## src/rtl/spi_codec_responder.sv

```systemverilog
// spi_codec_responder: SPI mode-0 responder emulating the external ADC/DAC codec.
// Optional feature macro SPI_RESP_LOOPBACK_EN adds a loopback input that echoes the last dac_word on miso.
module spi_codec_responder #(
  parameter int WORD_W      = 16,
  parameter int SYNC_STAGES = 2
) (
  input  logic              clk,
  input  logic              rst_n,
  input  logic              sclk,
  input  logic              cs,
  input  logic              mosi,
  output logic              miso,
  output logic              miso_oe,
  input  logic [WORD_W-1:0] adc_sample,
  input  logic              adc_load,
`ifdef SPI_RESP_LOOPBACK_EN
  input  logic              loopback,
`endif
  output logic [WORD_W-1:0] dac_word,
  output logic              dac_valid,
  output logic              frame_err,
  output logic              overrun
);
  localparam int CNT_W = $clog2(WORD_W + 1);
  localparam logic [CNT_W-1:0] CNT_LAST = CNT_W'(WORD_W - 1);
  localparam logic [CNT_W-1:0] CNT_ONE  = CNT_W'(1);

  typedef enum logic [1:0] {IDLE = 2'd0, SHIFT = 2'd1, DONE = 2'd2} state_t;

  state_t state_q, state_d;
  logic [SYNC_STAGES-1:0] sclk_sync_q, sclk_sync_d, cs_sync_q, cs_sync_d, mosi_sync_q, mosi_sync_d;
  logic sclk_prev_q, sclk_prev_d, cs_prev_q, cs_prev_d;
  logic [WORD_W-1:0] hold_q, hold_d, tx_sr_q, tx_sr_d, rx_sr_q, rx_sr_d, dac_word_q, dac_word_d;
  logic [CNT_W-1:0] bit_cnt_q, bit_cnt_d;
  logic miso_q, miso_d, miso_oe_q, miso_oe_d, dac_valid_q, dac_valid_d;
  logic frame_err_q, frame_err_d, overrun_q, overrun_d;
  logic sclk_s, cs_s, mosi_s, sclk_rise, sclk_fall, cs_fall, cs_rise;
  logic [WORD_W-1:0] load_src, rx_next;

  assign sclk_s    = sclk_sync_q[SYNC_STAGES-1];
  assign cs_s      = cs_sync_q[SYNC_STAGES-1];
  assign mosi_s    = mosi_sync_q[SYNC_STAGES-1];
  assign sclk_rise = sclk_s & ~sclk_prev_q;
  assign sclk_fall = ~sclk_s & sclk_prev_q;
  assign cs_fall   = ~cs_s & cs_prev_q;
  assign cs_rise   = cs_s & ~cs_prev_q;
  assign rx_next   = {rx_sr_q[WORD_W-2:0], mosi_s};

  // Frame source: loopback echoes the last word, else a same-cycle load bypasses hold.
`ifdef SPI_RESP_LOOPBACK_EN
  assign load_src = loopback ? dac_word_q : (adc_load ? adc_sample : hold_q);
`else
  assign load_src = adc_load ? adc_sample : hold_q;
`endif

  // Next-state and next-output logic for synchronisers, hold register and frame FSM.
  always_comb begin
    sclk_sync_d = {sclk_sync_q[SYNC_STAGES-2:0], sclk};
    cs_sync_d   = {cs_sync_q[SYNC_STAGES-2:0], cs};
    mosi_sync_d = {mosi_sync_q[SYNC_STAGES-2:0], mosi};
    sclk_prev_d = sclk_s;
    cs_prev_d   = cs_s;
    hold_d      = adc_load ? adc_sample : hold_q;
    state_d     = state_q;
    tx_sr_d     = tx_sr_q;
    rx_sr_d     = rx_sr_q;
    dac_word_d  = dac_word_q;
    bit_cnt_d   = bit_cnt_q;
    miso_d      = miso_q;
    miso_oe_d   = miso_oe_q;
    overrun_d   = overrun_q;
    dac_valid_d = 1'b0;
    frame_err_d = 1'b0;
    case (state_q)
      IDLE: begin
        miso_d    = 1'b0;
        miso_oe_d = 1'b0;
        if (cs_fall) begin
          state_d   = SHIFT;
          tx_sr_d   = load_src;
          bit_cnt_d = '0;
          overrun_d = 1'b0;
          miso_oe_d = 1'b1;
          miso_d    = load_src[WORD_W-1];
        end else begin
          state_d = IDLE;
        end
      end
      SHIFT: begin
        // cs rise takes priority over any sclk edge seen on the same cycle.
        if (cs_rise) begin
          state_d     = IDLE;
          frame_err_d = (bit_cnt_q != '0);
          miso_d      = 1'b0;
          miso_oe_d   = 1'b0;
        end else if (sclk_rise) begin
          rx_sr_d   = rx_next;
          bit_cnt_d = bit_cnt_q + CNT_ONE;
          if (bit_cnt_q == CNT_LAST) begin
            dac_word_d  = rx_next;
            dac_valid_d = 1'b1;
            state_d     = DONE;
            miso_d      = 1'b0;
          end else begin
            state_d = SHIFT;
          end
        end else if (sclk_fall) begin
          tx_sr_d = tx_sr_q << 1;
          miso_d  = tx_sr_q[WORD_W-2];
        end else begin
          state_d = SHIFT;
        end
      end
      DONE: begin
        miso_d = 1'b0;
        if (cs_rise) begin
          state_d   = IDLE;
          miso_oe_d = 1'b0;
        end else if (sclk_rise) begin
          overrun_d = 1'b1;
        end else begin
          state_d = DONE;
        end
      end
      default: begin
        state_d   = IDLE;
        miso_d    = 1'b0;
        miso_oe_d = 1'b0;
      end
    endcase
  end

  // State registers; cs chain resets low so a frame already in progress after reset is never seen as a fall.
  always_ff @(posedge clk) begin
    if (!rst_n) begin
      state_q     <= IDLE;
      sclk_sync_q <= '0;
      cs_sync_q   <= '0;
      mosi_sync_q <= '0;
      sclk_prev_q <= 1'b0;
      cs_prev_q   <= 1'b0;
      hold_q      <= '0;
      tx_sr_q     <= '0;
      rx_sr_q     <= '0;
      dac_word_q  <= '0;
      bit_cnt_q   <= '0;
      miso_q      <= 1'b0;
      miso_oe_q   <= 1'b0;
      dac_valid_q <= 1'b0;
      frame_err_q <= 1'b0;
      overrun_q   <= 1'b0;
    end else begin
      state_q     <= state_d;
      sclk_sync_q <= sclk_sync_d;
      cs_sync_q   <= cs_sync_d;
      mosi_sync_q <= mosi_sync_d;
      sclk_prev_q <= sclk_prev_d;
      cs_prev_q   <= cs_prev_d;
      hold_q      <= hold_d;
      tx_sr_q     <= tx_sr_d;
      rx_sr_q     <= rx_sr_d;
      dac_word_q  <= dac_word_d;
      bit_cnt_q   <= bit_cnt_d;
      miso_q      <= miso_d;
      miso_oe_q   <= miso_oe_d;
      dac_valid_q <= dac_valid_d;
      frame_err_q <= frame_err_d;
      overrun_q   <= overrun_d;
    end
  end

  assign miso      = miso_q;
  assign miso_oe   = miso_oe_q;
  assign dac_word  = dac_word_q;
  assign dac_valid = dac_valid_q;
  assign frame_err = frame_err_q;
  assign overrun   = overrun_q;

endmodule

```

## config.mk

```make
export PLATFORM = sky130hd
export DESIGN_NAME = spi_codec_responder
export DESIGN_NICKNAME = d
export VERILOG_FILES = /design/src/rtl/spi_codec_responder.sv
export SDC_FILE = /design/constraint.sdc
export NUM_CORES = 1
export LEC_CHECK = 0
export BUFFER_PORTS_ARGS = -buffer_cell sky130_fd_sc_hd__buf_2
export CAP_MARGIN = 20
export CORE_ASPECT_RATIO = 1.4
export CORE_MARGIN = 2
export CORE_UTILIZATION = 50
export DETAILED_ROUTE_END_ITERATION = 12
export PLACE_DENSITY = 0.73
export SYNTH_ARGS = -nofsm -noshare
export SYNTH_HDL_FRONTEND = slang
export SYNTH_SLANG_ARGS = --single-unit
```

## constraint.sdc

```tcl
create_clock -name clk -period 1.95 [get_ports clk]
set_clock_uncertainty 0.05 [all_clocks]
set_input_delay 0.195 -clock clk [delete_from_list [all_inputs] [get_ports clk]]
set_output_delay 0.195 -clock clk [all_outputs]
set_load 0.02 [all_outputs]
```

==> qor.csv <==
stage,metric,value,unit
timing,setup_tns,0,ps
synth,ys_seq_area_share,48.36,%
cells_and_area,n_antenna_cell,0,
cells_and_area,final_util,59.94,%
die,die-area,7473,µm²
detailed_routing,drtAntennaViolNets,0,
outcome,run_status,completed,
cells_and_area,multi_input_area,1582,µm²
cells_and_area,seqCellArea,1644,µm²
setup_path,crit_type,reg -> reg,
setup_path,required,2170,ps
clocking,h-tree-depth,3,
global_route,grt_max_degree,35,
timing,rsz0062_at_grt,false,
synth,synth_top_area_share,48.36,%
power_and_ir_drop,p_comb_share,5.4,%
clocking,cts_buffer_depth,2,
setup_path,crit_buf_inv,1,
setup_path,slowest_stage,or3_2,
global_route,grt_pass1_wl,10810,µm
global_route,antenna_found_initial,0,
detailed_routing,dr.pass1.iters,6,
die,rows,35,
synth,ys_warn_count,0,
synth,ys_ff_latch,82,
die,dieWidth,73.64,µm
cells_and_area,nets,466,
power_and_ir_drop,switching_share,20.99,%
power_and_ir_drop,p_per_area,847.8,nW/µm²
setup_path,cp.arrival,2070,ps
timing,setup_ws,106.5,ps
die,core-area,6569,µm²
clocking,cts-buffers-inserted,9,
timing,fin_crit,1844,ps
timing,fmax,542.4,MHz
power_and_ir_drop,switching_power,0.0007007,W
min_path,hold_class,in -> reg,
synth,synth-edff-count,0,
clocking,clockRootBuffer,clkbuf_8,
global_route,grt_util_all_layers,18.23,%
setup_path,crit_path_max_incr_delay,520,ps
placement,numPortBuffers,42,
global_route,grt_pass1_vias,2538,
global_route,overflow,0,
timing,hold_ws,14.05,ps
detailed_routing,avgViaCountPerCell,5.273,
synth,synth_common_cells,"nand2_1 (94), dfxtp_1 (82), a21oi_1 (37)",
placement,globalplace.congestion,0.7822,
clocking,cts_sinks,82,
setup_path,worstPathCellList,inv_1 > ha_1 > nor2b_2 > or3_2 > a21oi_1 > mux2i_1,
power_and_ir_drop,power.sequential.fraction,51.5,%
timing,setup_viol,0,
setup_path,cp-start-kind,flip-flop,
synth,synth_area,3395,µm²
timing,worst_pin_slew,567.0,ps
die,die_h,101.5,µm
synth,ys_top_cells_by_area,"dfxtp_1 (48%), nand2_1 (10%), mux2i_1 (9.7%), a21oi_1 (5.5%), ha_1 (4.1%)",
timing,finalCritPeriodShare,94.54,%
synth,async_flop_share,0,%
cells_and_area,drive_gt1_share,17.12,%
timing,relSlewSlack,62.09,%
clocking,cts_tree,yes,
detailed_routing,drt-initial-drc-count,94,
detailed_routing,vias,2700,
synth,syn_inst,396,
synth,synthFlopType,dfxtp_1,
detailed_routing,wl,6203,µm
clocking,postCtsSetupBuffers,0,
placement,dp_cells,494,
setup_path,cp-end-kind,flip-flop,
die,io_pins,43,
power_and_ir_drop,p_int,0.002637,W
die,initial_core_util,51.68,%
synth,yosysUniqueCellTypes,38,
detailed_routing,avgRoutedWirePerCell,12.12,µm
cells_and_area,instances_no_fill,512,
synth,yosysMostFrequentCell,nand2_1,
synth,synth.largest_area_cell,dfxtp_1,
cells_and_area,syn_to_final_growth,16.00,%
synth,syn_nets,429,
setup_path,critPathTopFamily,simple AND/OR/NAND/NOR gates,
power_and_ir_drop,vdd_drop_max,0.5238,mV
timing,slew_violations,0,
synth,avgSynthCellArea,8.572,µm²
placement,dp_hpwl,4370,µm
run,maxCapViolations,0,
power_and_ir_drop,p_leak,1.652,nW
timing,finalHoldViolations,0,
clocking,clk_latency,340,ps
power_and_ir_drop,clockPowerShare,43.1,%
cells_and_area,fillCellCount,605,
placement,pre_cts_ws,96.34,ps
clocking,clk_pin_slew,80,ps
setup_path,rrSetupSlack,110,ps
setup_path,path_max_fanout,5,
detailed_routing,drc,0,
logic make-up after synthesis:
kind of cell	after synthesis	share of synthesized area, %
adders and majority gates	11	4.054
muxes	33	9.731
AOI/OAI and AO/OA	68	11.17
DFF	82	48.36
buffers and inverters	38	5.160
and+or+nand+nor	164	21.53
cells in the final DEF, fill, tap and decap left out, types with 3 or more instances in the layout:
cell type	netlist	routed
buf_12	1	3
a21oi_1	37	37
buf_2	7	42
nand3_1	24	24
ha_1	11	11
a31oi_1	3	3
mux2i_1	33	33
and2_1	7	7
nor2_1	21	21
nand2b_1	3	3
nand2_1	94	94
dfxtp_1	82	80
and3_1	3	3
o21ai_0	18	18
bufinv_16	0	3
buf_4	0	6
clkbuf_8	0	9
inv_1	10	10
final timing paths:
path | from | end | depth (start not counted)
setup / recovery | state_q[0] | bit_cnt_q[3] | 6
hold / removal | mosi | mosi_sync_q[0] | 2
hold reg to reg | mosi_sync_q[0] | mosi_sync_q[1] | 1
setup reg to reg | state_q[0] | bit_cnt_q[3] | 6
area by class of cell:
| cell class | instances | share of cell area, % |
|---|---|---|
| multi-input cells | 276 | 40.17 |
| inverters | 11 | 1.049 |
| flip-flops and latches | 82 | 41.75 |
| well taps | 74 | 2.351 |
| repair buffers | 53 | 8.516 |
| clock buffers | 10 | 3.241 |
| clock inverters | 6 | 2.923 |
layer usage:
layer  GRT usage [%]  share of wire (%)  vias to the layer above
li1                -                  -                     1402
met1           20.36                 43                     1224
met2           32.49                 52                       61
met3           3.582                3.2                       13
met4           8.671                2.0                        0
met5               0                  0                        -
sequential cells by signal (all words and copies together) (netlist names):
signal,count
bit_cnt_q,5
cs_prev_q,1
cs_sync_q,2
dac_valid,1
dac_word,16
frame_err,1
hold_q,16
miso,1
miso_oe,1
mosi_sync_q,2
overrun,1
rx_sr_q,15
sclk_prev_q,1
sclk_sync_q,2
state_q,2
tx_sr_q,15
power by group through the flow:
stage | Combinational (W) | Sequential, W | Clock (W)
CTS | 0.000183 | 0.00172 | 0.00148
floorplan | 0.000127 | 0.00176 | 0
detailed placement | 0.000180 | 0.00176 | 0
finish | 0.000180 | 0.00172 | 0.00144
global route | 0.000203 | 0.00172 | 0.00154
global placement | 0.000175 | 0.00176 | 0
stage by stage:
stage	area, µm²	power (W)
global placement	3669	0.001932
CTS	3931	0.003383
finish	3938	0.003338
detailed placement	3669	0.001938
global route	3938	0.003467
floorplan	3395	0.001882
timing repair:
item	CTS	global route
setup endpoints to repair	0	9
endpoints found under the hold margin	2	0
hold buffers	2	0
resized for setup	0	3
No activity file was read; power rests on OpenSTA's default activity.
